### config.mk
export PLATFORM = sky130hd
export DESIGN_NAME = ps2_host_ctrl
export DESIGN_NICKNAME = d
export VERILOG_FILES = /design/src/rtl/ps2_host_ctrl.sv
export SDC_FILE = /design/constraint.sdc
export NUM_CORES = 1
export LEC_CHECK = 0
export ABC_AREA = 1
export BUFFER_PORTS_ARGS = -buffer_cell sky130_fd_sc_hd__buf_2
export CORE_MARGIN = 10
export CORE_UTILIZATION = 30
export DETAILED_ROUTE_END_ITERATION = 7
export GPL_TIMING_DRIVEN = 0
export HOLD_SLACK_MARGIN = 0.05
export MAX_ROUTING_LAYER = met4
export PLACE_DENSITY = 0.5
export SLEW_MARGIN = 20
export SYNTH_ARGS = -nofsm -noshare
export SYNTH_HDL_FRONTEND = slang
export SYNTH_SLANG_ARGS = --single-unit
### constraint.sdc
create_clock -name clk -period 2.3 [get_ports clk]
set_clock_uncertainty 0.2 [all_clocks]
set_input_delay 0.23 -clock clk [delete_from_list [all_inputs] [get_ports clk]]
set_output_delay 0.23 -clock clk [all_outputs]
set_load 0.02 [all_outputs]
### src/rtl/ps2_host_ctrl.sv
// PS/2 host sequencer: resets the keyboard, keeps its LEDs in step with caps_lock,
// consumes ACK/BAT/RESEND responses and forwards every other byte to the decoder.
// All outputs registered; dec_ena/dec_code follow rx_valid/rx_data by one cycle.
module ps2_host_ctrl #(
   parameter int TIMEOUT   = 1200000,
   parameter int MAX_RETRY = 3
) (
   input  logic       clk,
   input  logic       rst,
   input  logic       rx_valid,
   input  logic [7:0] rx_data,
   input  logic       tx_ready,
   input  logic       tx_done,
   input  logic       caps_lock,
   output logic       tx_start,
   output logic [7:0] tx_data,
   output logic       dec_ena,
   output logic [7:0] dec_code,
   output logic       kbd_ok,
   output logic       busy,
   output logic       cmd_err
);

   localparam int TW = (TIMEOUT > 1) ? $clog2(TIMEOUT) : 1;
   localparam int RW = (MAX_RETRY > 1) ? $clog2(MAX_RETRY) : 1;

   typedef enum logic [2:0] {
      S_INIT_FF, S_WAIT_ACK, S_WAIT_BAT, S_IDLE, S_LED_CMD, S_LED_VAL, S_ERROR
   } state_t;

   state_t          state, state_nxt;
   state_t          sent_st;      // send state of the byte in flight, used for resends
   state_t          ret_st;
   logic [TW-1:0]   timer;
   logic [RW-1:0]   retry;
   logic            led_shadow, led_pending;
   logic            send, give_up, retry_inc, retry_clr;
   logic            rsp_ack, rsp_rsnd, rsp_bat, rsp_fail, tmo, last_try, waiting, fwd;
   logic            tx_start_nxt, dec_ena_nxt, kbd_ok_nxt, busy_nxt, cmd_err_nxt;
   logic [7:0]      tx_data_nxt, dec_code_nxt;

   assign rsp_ack  = rx_valid && (rx_data == 8'hFA);
   assign rsp_rsnd = rx_valid && (rx_data == 8'hFE);
   assign rsp_bat  = rx_valid && (rx_data == 8'hAA);
   assign rsp_fail = rx_valid && (rx_data == 8'hFC);
   assign tmo      = (timer == TW'(TIMEOUT - 1));
   assign last_try = (retry == RW'(MAX_RETRY - 1));
   assign waiting  = (state == S_WAIT_ACK) || (state == S_WAIT_BAT);

   // State register
   always_ff @(posedge clk) begin
      if (rst) state <= S_INIT_FF;
      else     state <= state_nxt;
   end

   // Next-state logic; a response byte takes priority over a timeout in the same cycle
   always_comb begin
      state_nxt = state;
      send      = 1'b0;
      give_up   = 1'b0;
      retry_inc = 1'b0;
      unique case (sent_st)
         S_INIT_FF: ret_st = S_WAIT_BAT;
         S_LED_CMD: ret_st = S_LED_VAL;
         default:   ret_st = S_IDLE;
      endcase
      unique case (state)
         S_INIT_FF, S_LED_CMD, S_LED_VAL: begin
            if (tx_ready) begin
               send      = 1'b1;
               state_nxt = S_WAIT_ACK;
            end
         end
         S_WAIT_ACK: begin
            if (rsp_ack) begin
               state_nxt = ret_st;
            end else if (rsp_rsnd || tmo) begin
               if (last_try) begin
                  give_up   = 1'b1;
                  state_nxt = (sent_st == S_INIT_FF) ? S_ERROR : S_IDLE;
               end else begin
                  retry_inc = 1'b1;
                  state_nxt = sent_st;
               end
            end
         end
         S_WAIT_BAT: begin
            if (rsp_bat) begin
               state_nxt = S_IDLE;
            end else if (rsp_fail || tmo) begin
               if (last_try) begin
                  give_up   = 1'b1;
                  state_nxt = S_ERROR;
               end else begin
                  retry_inc = 1'b1;
                  state_nxt = S_INIT_FF;
               end
            end
         end
         S_IDLE: begin
            if (led_pending && tx_ready) state_nxt = S_LED_CMD;
         end
         default: state_nxt = S_ERROR;
      endcase
   end

   // Output next values; a resend (retry != 0) keeps the byte already in tx_data
   always_comb begin
      tx_start_nxt = send;
      tx_data_nxt  = tx_data;
      if (send && (retry == '0)) begin
         unique case (state)
            S_INIT_FF: tx_data_nxt = 8'hFF;
            S_LED_CMD: tx_data_nxt = 8'hED;
            default:   tx_data_nxt = {5'b0, led_shadow, 2'b00};
         endcase
      end
      fwd = rx_valid
            && !((state == S_WAIT_ACK) && (rsp_ack || rsp_rsnd))
            && !((state == S_WAIT_BAT) && (rsp_bat || rsp_fail));
      dec_ena_nxt  = fwd;
      dec_code_nxt = fwd ? rx_data : dec_code;
      if (state_nxt == S_ERROR)                kbd_ok_nxt = 1'b0;
      else if ((state == S_WAIT_BAT) && rsp_bat) kbd_ok_nxt = 1'b1;
      else                                     kbd_ok_nxt = kbd_ok;
      busy_nxt    = !((state_nxt == S_IDLE) || (state_nxt == S_ERROR));
      cmd_err_nxt = give_up;
   end

   // Output registers
   always_ff @(posedge clk) begin
      if (rst) begin
         tx_start <= 1'b0;
         tx_data  <= 8'h00;
         dec_ena  <= 1'b0;
         dec_code <= 8'h00;
         kbd_ok   <= 1'b0;
         busy     <= 1'b0;
         cmd_err  <= 1'b0;
      end else begin
         tx_start <= tx_start_nxt;
         tx_data  <= tx_data_nxt;
         dec_ena  <= dec_ena_nxt;
         dec_code <= dec_code_nxt;
         kbd_ok   <= kbd_ok_nxt;
         busy     <= busy_nxt;
         cmd_err  <= cmd_err_nxt;
      end
   end

   // Retry counter restarts for each new command byte; FF+BAT share one count
   assign retry_clr = (state == S_IDLE)
                      || ((state == S_WAIT_ACK) && rsp_ack && (sent_st != S_INIT_FF));

   // Timer, retry count, in-flight command and LED tracking
   always_ff @(posedge clk) begin
      if (rst) begin
         timer       <= '0;
         retry       <= '0;
         sent_st     <= S_INIT_FF;
         led_shadow  <= 1'b0;
         led_pending <= 1'b0;
      end else begin
         if (tx_done || (state_nxt != state) || !waiting) timer <= '0;
         else                                              timer <= timer + TW'(1);
         if (retry_clr)      retry <= '0;
         else if (retry_inc) retry <= retry + RW'(1);
         if (send) sent_st <= state;
         // Pending is consumed when a sequence starts, so a change during it re-arms a second one
         if (caps_lock != led_shadow) begin
            led_shadow  <= caps_lock;
            led_pending <= 1'b1;
         end else if ((state == S_WAIT_BAT) && rsp_bat) begin
            led_pending <= 1'b1;
         end else if (((state == S_IDLE) && (state_nxt == S_LED_CMD)) || give_up) begin
            led_pending <= 1'b0;
         end
      end
   end

endmodule

Word-level counts from Yosys, hierarchy flattened:

Cells that the tools add are included.

* add/subtract/negate cells: 2
* eq/ne operators: 17
* multiplexer cells: 29
* reduce and logical (&&, ||, !) cells: 37

Operators with widths (count)
* $eq 8x8->1 const B: 4
* $mux 3: 9
* $add 21x1->21 const B: 1
* $eq 21x21->1 const B: 1
* $pmux 8 s2: 1
* $eq 3x3->1 const B: 5
* $mux 1: 15
* $logic_and 1x1->1: 14
* $pmux 3 s4: 1
* $logic_or 1x1->1: 10
* $eq 3x2->1 const B: 3
* $logic_not 3->1: 2
* $pmux 3 s2: 1
* $reduce_bool 3->1: 2
* $reduce_or 2->1: 3
* $logic_not 1->1: 4
* $pmux 1 s2: 2
* $eq 3x1->1 const B: 1
* $ne 3x3->1: 1
* $reduce_or 3->1: 1
* $add 2x1->2 const B: 1
* $eq 2x2->1 const B: 1
* $logic_not 2->1: 1
* $ne 1x1->1: 1

* register bits after elaboration: 52
* bits of input ports: 14
* output and inout bits: 21
* logic and storage cells: 98

Longest topological paths before layout:

Gate-level depths: netlist of the first run.

* depth after elaboration: 12
* gate-level depth with buffers: 14
* mapped depth without buffers: 14

Worst setup path before layout of the first run:

No wires, ideal clock.

* path kind: register to register
* start point: reg timer[0]
* end point: reg timer[5]
* setup time: 122 ps
* arrival: 1681 ps
* required time: 1978 ps
* setup slack: 297 ps
* cell stages (with the launch flop): 12
* path buffers: 1
* clock period less this slack: 2003 ps
* cells stage by stage: dfxtp_1 ha_1 nand3_2 nor2_1 nand3_1 nand2_1 nand2_1 a21oi_2 inv_2 a21oi_4 buf_6 nor3_2

* cells in the longest elaborated chain, start to end: 9
* elaborated cells on any way between the ends: 13
* those cells by class: 1 x add/sub; 2 x eq/ne; 5 x mux; 5 x reduce/logical

RTL lines
* start: declaration: line 34 `logic [TW-1:0] timer;`
* start signal: assignment: line 165 `else timer <= timer + TW'(1);`
* $eq 21x21->1: line 46 `assign tmo = (timer == TW'(TIMEOUT - 1));`
* $logic_or 1x1->1 (on tied branches): line 90, 77
* $mux 3 (on tied branches): line 90, 77
* $mux 3 (on tied branches): line 88, 75
* $pmux 3 s4: line 67 `unique case (state)`
* $ne 3x3->1: line 164 `if (tx_done || (state_nxt != state) || !waiting) timer <= '0;`
* $logic_or 1x1->1 (2 in series): line 164
* $reduce_or 2->1 (no line)

Parallel ways exist; a longest one is shown, timed or not.
A chain may end at the register's enable or synchronous reset.

Final worst setup path of the first run:

* start point: in rx_data[4]
* end point: reg timer[13]

* cells in the longest elaborated chain, start to end: 10
* elaborated cells on any way between the ends: 19
* those cells by class: 5 x eq/ne; 5 x mux; 9 x reduce/logical

RTL lines
* start: declaration: line 11 `input logic [7:0] rx_data,`
* $eq 8x8->1 (on tied branches): line 45, 43
* $logic_and 1x1->1 (on tied branches): line 45, 43
* $logic_or 1x1->1 (on tied branches): line 90, 77
* $mux 3 (on tied branches): line 90, 77
* $mux 3 (on tied branches): line 88, 75
* $pmux 3 s4 *: line 67
* $ne 3x3->1 *: line 164
* $logic_or 1x1->1 * (2 in series): line 164
* $reduce_or 2->1 (no line) *

Every way passes the cells marked *; elsewhere a longest branch is shown, timed or not.

==> load_flow_metrics.sql, run 1 <==
INSERT INTO impl_metrics (metric_group, metric, value, unit) VALUES
('run_status', 'run_status', 'finished clean', ''),
('sta', 'timing_hold_violations_final', '0', ''),
('cts', 'cts_tree', 'yes', ''),
('route', 'vias', '2535', ''),
('placement', 'postPlaceCellArea', '3040', 'µm²'),
('synth', 'ys.flop_type', 'sky130_fd_sc_hd__dfxtp_1', ''),
('grt', 'grt_first_pass_wirelength', '11.5', 'mm'),
('synth', 'synth.net_count', '408', ''),
('final_layout', 'finish.cell_count_without_fillers', '557', ''),
('grt', 'initial_antenna_violation_count', '0', ''),
('critical_path', 'cpMostUsedCell', 'sky130_fd_sc_hd__nand2_2', ''),
('synth', 'synthArstFlopShare', '0', '%'),
('cts', 'clock_latency_at_the_later_pin_of_the_worst_skew_pair', '0.31', 'ns'),
('synth', 'synth_top_cell_area_share', '34.4', '%'),
('synth', 'number_of_synthesized_register_bits', '47', ''),
('critical_path', 'critical_path.startpoint_type', 'input port', ''),
('cts', 'clkSlewWorstSetupHoldPaths', '0.09', 'ns'),
('route', 'viasPerCell', '4.55', ''),
('die', 'row_count', '34', ''),
('min_path', 'min_path_type', 'in -> reg', ''),
('die', 'floorplan.io_pins', '35', ''),
('synth', 'seq_area_frac_synth', '34.4', '%'),
('die', 'fp.coreArea', '8810', 'µm²'),
('grt', 'global_route.usage.total', '10.8', '%'),
('critical_path', 'critPathBufInv', '5', ''),
('sta', 'min_period_over_period', '95.8', '%'),
('final_layout', 'sequential_cell_area', '946', 'µm²'),
('route', 'drt_pre_antenna_iters', '4', ''),
('final_layout', 'final_layout_size_suffix_gt1_share', '29.2', '%'),
('final_layout', 'multi_input_gate_area_in_the_final_layout', '1600', 'µm²'),
('placement', 'placement.io_buffers', '34', ''),
('final_layout', 'final_cell_area', '3500', 'µm²'),
('sta', 'tightestPinTransition', '0.498', 'ns'),
('route', 'drt-initial-drc-count', '66', ''),
('route', 'wirelength', '6.99', 'mm'),
('critical_path', 'setup.worst_path.end_class', 'register', ''),
('critical_path', 'setup.worst_path.class', 'in -> reg', ''),
('final_layout', 'mostFrequentLayoutCell', 'sky130_fd_sc_hd__nand2_1', ''),
('route', 'highest_layer', 'met4', ''),
('placement', 'placed_cells', '533', ''),
('cts', 'ctsRootBufferMaster', 'sky130_fd_sc_hd__clkbuf_8', ''),
('route', 'route.detailed.wl_per_inst', '12.6', 'µm'),
('synth', 'ys_top_cells_by_area', 'sky130_fd_sc_hd__dfxtp_1 (34%), sky130_fd_sc_hd__nand2_1 (11%), sky130_fd_sc_hd__nor2_1 (7.8%), sky130_fd_sc_hd__nor3_2 (7.3%), sky130_fd_sc_hd__inv_1 (7.0%)', ''),
('synth', 'average_instance_area_after_synthesis', '7.00', 'µm²'),
('route', 'wl_met1', '3.28', 'mm'),
('synth', 'synth_cell_type_count', '32', ''),
('cts', 'cts-buffers-inserted', '5', ''),
('die', 'floorplan.die.width', '116', 'µm'),
('power_and_ir_drop', 'total_leakage_power', '1.47', 'nW'),
('critical_path', 'cp_max_fo', '6', ''),
('route', 'final_antenna_net_count', '0', ''),
('power_and_ir_drop', 'power.total', '2.05', 'mW'),
('final_layout', 'final_core_utilization', '39.7', '%'),
('synth', 'synth_enable_flop_cells', '0', ''),
('route', 'met2_layer_wire_length_in_the_routed_design', '3.44', 'mm'),
('grt', 'largest_net_degree_at_the_start_of_global_routing', '16', ''),
('final_layout', 'insertedDiodeCount', '0', ''),
('synth', 'post_synth_inst_count', '391', ''),
('flow_run', 'drv.max_cap_violation_count', '0', ''),
('final_layout', 'final_nets', '465', ''),
('route', 'drc_errors', '0', ''),
('placement', 'place_congestion', '0.861', ''),
('route', 'met3WireLength', '196', 'µm'),
('critical_path', 'critical_path_required', '2.33', 'ns'),
('sta', 'period_needed', '2.20', 'ns'),
('synth', 'synthesis.area', '2740', 'µm²'),
('grt', 'first_global_vias', '2424', ''),
('cts', 'cts-root-to-sink-buffers', '2', ''),
('sta', 'timing.fmax', '454', 'MHz'),
('die', 'die_height', '116', 'µm'),
('critical_path', 'timing.critical_path.arrival', '2.23', 'ns');
==> report_power, final <==
part | switching (mW) | internal, mW | total (mW)
Clock | 0.304 | 0.246 | 0.550
Sequential | 0.0386 | 0.861 | 0.900
Combinational | 0.377 | 0.224 | 0.601
==> cell families (layout without fill, tap and decap cells) <==
kind of cell / count (synthesis) / in the layout / share of synthesized area, %
xor+xnor: 18 / 18 / 5.76
simple gates: 212 / 212 / 38.7
compound gates: 35 / 35 / 7.36
fa+ha+maj: 3 / 3 / 1.37
buf+inv: 76 / 134 / 12.4
flops: 47 / 47 / 34.4
==> layout make-up <==
type / count / area share (%)
Buffer: 15 / 3.65
Clock buffer: 6 / 2.36
Multi-Input combinational cell: 268 / 45.7
Inverter: 61 / 6.55
Sequential cell: 47 / 27.0
Tap cell: 108 / 3.86
Timing Repair Buffer: 50 / 10.4
Clock inverter: 2 / 0.465
==> synth_stat cells (2+ instances only) <==
cell type,count
sky130_fd_sc_hd__ha_1,3
sky130_fd_sc_hd__nor2_2,4
sky130_fd_sc_hd__nand4_1,9
sky130_fd_sc_hd__o21ai_0,13
sky130_fd_sc_hd__clkbuf_1,2
sky130_fd_sc_hd__nand2_1,77
sky130_fd_sc_hd__inv_2,10
sky130_fd_sc_hd__a21oi_1,15
sky130_fd_sc_hd__nand3_2,3
sky130_fd_sc_hd__nor3_1,8
sky130_fd_sc_hd__nor4_1,2
sky130_fd_sc_hd__nor2_1,57
sky130_fd_sc_hd__inv_1,51
sky130_fd_sc_hd__xor2_1,14
sky130_fd_sc_hd__xnor2_1,4
sky130_fd_sc_hd__nor3_2,20
sky130_fd_sc_hd__buf_2,4
sky130_fd_sc_hd__nor2_4,3
sky130_fd_sc_hd__buf_6,4
sky130_fd_sc_hd__nand3_1,26
sky130_fd_sc_hd__buf_4,5
sky130_fd_sc_hd__dfxtp_1,47
==> stage by stage <==
| stage | setup TNS (ns) | worst slack (ns) | hold WS, ns |
|---|---|---|---|
| 2_1_floorplan | 0 | 0.297 | 0.0994 |
| 3_3_place_gp | 0 | 0.0222 | 0.248 |
| 3_5_place_dp | -0.146 | -0.0154 | 0.257 |
| 4_1_cts | 0 | 0.0141 | 0.107 |
| 5_1_grt | -0.160 | -0.0229 | 0.177 |
| 6_report | 0 | 0.0958 | 0.121 |
==> flip-flops by register name (all words and copies together), names as in the netlist <==
register,count
retry,2
sent_st,3
busy,1
state,3
tx_start,1
kbd_ok,1
tx_data,3
led_pending,1
dec_ena,1
cmd_err,1
dec_code,8
timer,21
led_shadow,1
==> layer usage <==
| metal | vias up | GRT usage [%] |
|---|---|---|
| li1 | 1339 | - |
| met2 | 32 | 18.2 |
| met3 | 7 | 2.43 |
| met1 | 1157 | 12.5 |
| met4 | 0 | 2.87 |
| met5 | - | - |
==> worst register-to-register path, cell delays in order, from the launching register on <==
cell and delay (ns):
sky130_fd_sc_hd__dfxtp_2 0.40, sky130_fd_sc_hd__ha_4 0.17, sky130_fd_sc_hd__nand3_4 0.15, sky130_fd_sc_hd__nor2_2 0.16, sky130_fd_sc_hd__nand3_2 0.13, sky130_fd_sc_hd__nand2_2 0.12
sky130_fd_sc_hd__nand2_1 0.09, sky130_fd_sc_hd__nand2_4 0.09, sky130_fd_sc_hd__nand3_2 0.07, sky130_fd_sc_hd__nand2_2 0.08, sky130_fd_sc_hd__nand3_4 0.16, sky130_fd_sc_hd__clkbuf_16 0.23
sky130_fd_sc_hd__nor3_2 0.09
==> repair_timing <==
action / in CTS / in global routing
setup buffers: 0 / 5
gates cloned: 0 / 2
hold endpoints to repair: 11 / 0
hold buffers: 11 / 0
gates resized for setup: 1 / 44
pin swaps: 0 / 11
endpoints found under the setup margin: 20 / 28
==> worst paths after layout <==
check,startpoint,endpoint,slack (ns),depth (start not counted)
setup / recovery,rx_data[4],timer[13]$_SDFF_PP0_,0.1,15
setup reg to reg,timer[0]$_SDFF_PP0_,timer[13]$_SDFF_PP0_,0.11,12
hold reg to reg,retry[0]$_SDFFE_PP0P_,retry[0]$_SDFFE_PP0P_,0.27,2
hold / removal,tx_ready,led_pending$_SDFFE_PP0P_,0.12,4
(Power assumes the default switching activity.)
==> run 2, diff against run 1 <==
- CORE_UTILIZATION: 30 -> 50
- PLACE_DENSITY: 0.5 -> 0.73
- REMOVE_ABC_BUFFERS: unset -> 1
- clock period: 2.3 -> 2.6 ns (I/O delays scaled with it)
==> run 2 against run 1 <==
Worst hold slack worse by 0.024 ns; global-route usage up 4.0 points; worst setup slack worse by 0.0052 ns; count of clock-buffer cells in the layout up 1; register-to-register slack better by 0.06 ns; combinational power down 27%; die area down 34%; power down 20%; clock power down 24%; sequential share of layout area up 3.4 points.
==> load_flow_metrics.sql, run 2 (synthesis gave the netlist of run 1 again) <==
INSERT INTO impl_metrics (metric_group, metric, value, unit) VALUES
('grt', 'total_gr_overflow', '0', ''),
('power_and_ir_drop', 'total_switching_power', '563', 'µW'),
('cts', 'cts_post_setup_buffers_inserted', '0', ''),
('route', 'drt_pre_antenna_iters', '5', ''),
('sta', 'slew-limit-headroom', '66.8', '%'),
('grt', 'initial_antenna_violation_count', '0', ''),
('critical_path', 'worstRegToRegCells', '11', ''),
('sta', 'timing.fmax', '398', 'MHz'),
('cts', 'cts-buffers-inserted', '5', ''),
('final_layout', 'mostFrequentLayoutCell', 'sky130_fd_sc_hd__nand2_1', ''),
('cts', 'clock_latency_at_the_later_pin_of_the_worst_skew_pair', '0.30', 'ns'),
('power_and_ir_drop', 'power_switching_share', '34.3', '%'),
('critical_path', 'r2r_setup_slack', '0.17', 'ns'),
('final_layout', 'final_layout_size_suffix_gt1_share', '20.1', '%'),
('critical_path', 'timing.critical_path.arrival', '2.54', 'ns'),
('critical_path', 'crit_path_max_incr_delay', '0.53', 'ns'),
('route', 'drt-initial-drc-count', '196', ''),
('grt', 'largest_net_degree_at_the_start_of_global_routing', '22', ''),
('cts', 'cts-root-to-sink-buffers', '2', ''),
('critical_path', 'worstPathCellList', 'dlygate4sd3_1 -> buf_2 -> inv_2 -> nand2_1 -> nor2_4 -> nand2_1 -> inv_2 -> nand2_1 -> nor2_2 -> nor2_1 -> nand2_2 -> nand2_1 -> nand2_1 -> nand3_4 -> nor3_2', ''),
('min_path', 'min_path_type', 'in -> reg', ''),
('route', 'route.detailed.wl_per_inst', '11.9', 'µm'),
('die', 'die_height', '94.0', 'µm'),
('route', 'viasPerCell', '4.92', ''),
('sta', 'period_needed', '2.51', 'ns'),
('min_path', 'timing.hold.worst_endpoint', 'state[0]$_SDFF_PP0_', ''),
('die', 'row_count', '26', ''),
('critical_path', 'setup.worst_path.end_class', 'register', ''),
('sta', 'setup_viol_count_final', '0', ''),
('sta', 'grt_setup_unrepaired', 'yes', ''),
('critical_path', 'regToRegEndpoint', 'timer[11]$_SDFF_PP0_', ''),
('critical_path', 'cpMostUsedCell', 'sky130_fd_sc_hd__nand2_1', ''),
('final_layout', 'largest-register', 'timer', ''),
('critical_path', 'cp_max_fo', '21', ''),
('power_and_ir_drop', 'power-per-cell-area', '533', 'nW/µm²'),
('power_and_ir_drop', 'p_int', '1.08', 'mW'),
('final_layout', 'finish.cell_count_without_fillers', '498', ''),
('placement', 'placed_cells', '480', ''),
('cts', 'clkSlewWorstSetupHoldPaths', '0.08', 'ns'),
('die', 'dieArea', '8830', 'µm²'),
('final_layout', 'final_core_utilization', '59.3', '%'),
('min_path', 'hold_start', 'rst', ''),
('power_and_ir_drop', 'clockPowerShare', '25.4', '%'),
('final_layout', 'reg_top3', 'timer x21, dec_code x8', ''),
('final_layout', 'highest_count_cells_in_the_layout_ignoring_fill_and_taps', 'sky130_fd_sc_hd__nand2_1 (77), sky130_fd_sc_hd__nor2_1 (56), sky130_fd_sc_hd__inv_1 (51)', ''),
('sta', 'timing_hold_violations_final', '0', ''),
('die', 'initial_core_util', '52.6', '%'),
('route', 'wirelength', '5.93', 'mm'),
('critical_path', 'setup.worst_path.class', 'in -> reg', ''),
('final_layout', 'layout.filler_cells', '513', ''),
('critical_path', 'critical_path.startpoint_type', 'input port', ''),
('die', 'fp.coreArea', '5200', 'µm²'),
('final_layout', 'largest_reg_flops', '21', ''),
('sta', 'min_period_over_period', '96.5', '%'),
('die', 'floorplan.io_pins', '35', ''),
('route', 'final_antenna_net_count', '0', ''),
('route', 'drc_errors', '0', ''),
('final_layout', 'area.growth.synth_to_final', '12.8', '%'),
('placement', 'detailed_place_hpwl', '4.41', 'mm'),
('critical_path', 'critical_path_required', '2.63', 'ns'),
('grt', 'global_route.usage.total', '14.7', '%'),
('critical_path', 'cp_max_delay_cell', 'sky130_fd_sc_hd__dlygate4sd3_1', ''),
('cts', 'cts_tree', 'yes', ''),
('sta', 'report.final.slew_viol_count', '0', ''),
('power_and_ir_drop', 'part_of_the_total_power_dissipated_in_sequential_elements', '48.1', '%'),
('flow_run', 'drv.max_cap_violation_count', '0', ''),
('final_layout', 'insertedDiodeCount', '0', ''),
('final_layout', 'multi_input_gate_area_in_the_final_layout', '1490', 'µm²'),
('cts', 'htreeDepth', '2', ''),
('power_and_ir_drop', 'comb_pwr_share', '26.5', '%'),
('die', 'floorplan.die.width', '94.0', 'µm'),
('final_layout', 'final_nets', '444', ''),
('cts', 'ctsRootBufferMaster', 'sky130_fd_sc_hd__clkbuf_8', ''),
('route', 'vias', '2448', ''),
('placement', 'placement.io_buffers', '34', ''),
('power_and_ir_drop', 'worst_ir_drop_vdd', '281', 'µV'),
('sta', 'tightestPinTransition', '0.497', 'ns'),
('grt', 'grt_first_pass_wirelength', '10.5', 'mm'),
('grt', 'first_global_vias', '2312', ''),
('cts', 'cts.sink_count', '47', ''),
('placement', 'place_congestion', '0.917', ''),
('power_and_ir_drop', 'total_leakage_power', '1.30', 'nW'),
('min_path', 'hold-path-cell-count', '2', ''),
('run_status', 'run_status', 'finished clean', ''),
('final_layout', 'sequential_cell_area', '941', 'µm²'),
('critical_path', 'critical_path.reg2reg.startpoint', 'timer[0]$_SDFF_PP0_', '');
-- run 2: final cells by class --
| cell class | count | area share, % |
|---|---|---|
| Inverter | 61 | 7.42 |
| Clock buffer | 7 | 2.47 |
| Sequential cell | 47 | 30.5 |
| Tap cell | 70 | 2.84 |
| Multi-Input combinational cell | 269 | 48.2 |
| Timing Repair Buffer | 43 | 8.43 |
| Clock inverter | 1 | 0.162 |
-- run 2: power groups by stage --
stage,registers [mW],logic (mW),clock network [mW]
floorplan,0.853,0.247,0
global placement,0.806,0.397,0
detailed placement,0.807,0.400,0
CTS,0.790,0.432,0.437
global route,0.796,0.487,0.460
finish,0.790,0.436,0.418
-- run 2: layer usage --
layer	vias to the layer above	wire, µm	global-route usage (%)
li1	1303	-	-
met1	1090	2860	18.8
met2	46	2700	22.2
met3	9	266	3.52
met4	0	96	5.06
met5	-	0	-
-- run 2: repair_timing --
item | CTS | global route
cloned | 1 | 0
hold endpoints to repair | 9 | 0
setup endpoints to repair | 21 | 24
hold buffers | 9 | 0
pin swaps | 0 | 1
gates resized for setup | 1 | 3
-- run 2: worst max path at each step --
stage	start	slack [ns]	endpoint
finish	rx_data[0]	0.09	timer[11]$_SDFF_PP0_
global placement	timer[0]$_SDFF_PP0_	-0.05	timer[16]$_SDFF_PP0_
detailed placement	timer[0]$_SDFF_PP0_	-0.07	timer[16]$_SDFF_PP0_
CTS	timer[0]$_SDFF_PP0_	0.01	timer[9]$_SDFF_PP0_
global route	rx_data[0]	-0.08	timer[16]$_SDFF_PP0_
floorplan	timer[0]$_SDFF_PP0_	0.31	timer[16]$_SDFF_PP0_
-- run 2: stage by stage --
step	TNS, ns	hold WS, ns	area (µm²)	worst slack, ns	power [mW]
3_5_place_dp	-0.108	0.253	2880	-0.0652	1.21
5_1_grt	-0.251	0.109	3090	-0.0794	1.74
4_1_cts	0	0.0885	3070	0.0110	1.66
2_1_floorplan	0	0.129	2630	0.312	1.10
3_3_place_gp	-0.215	0.248	2880	-0.0460	1.20
6_report	0	0.0966	3090	0.0905	1.64
-- run 2: worst max-delay path, delay by kind of cell --
family        cells  cell delay [ns]
simple gates     11             1.43
buf+inv           4             0.84
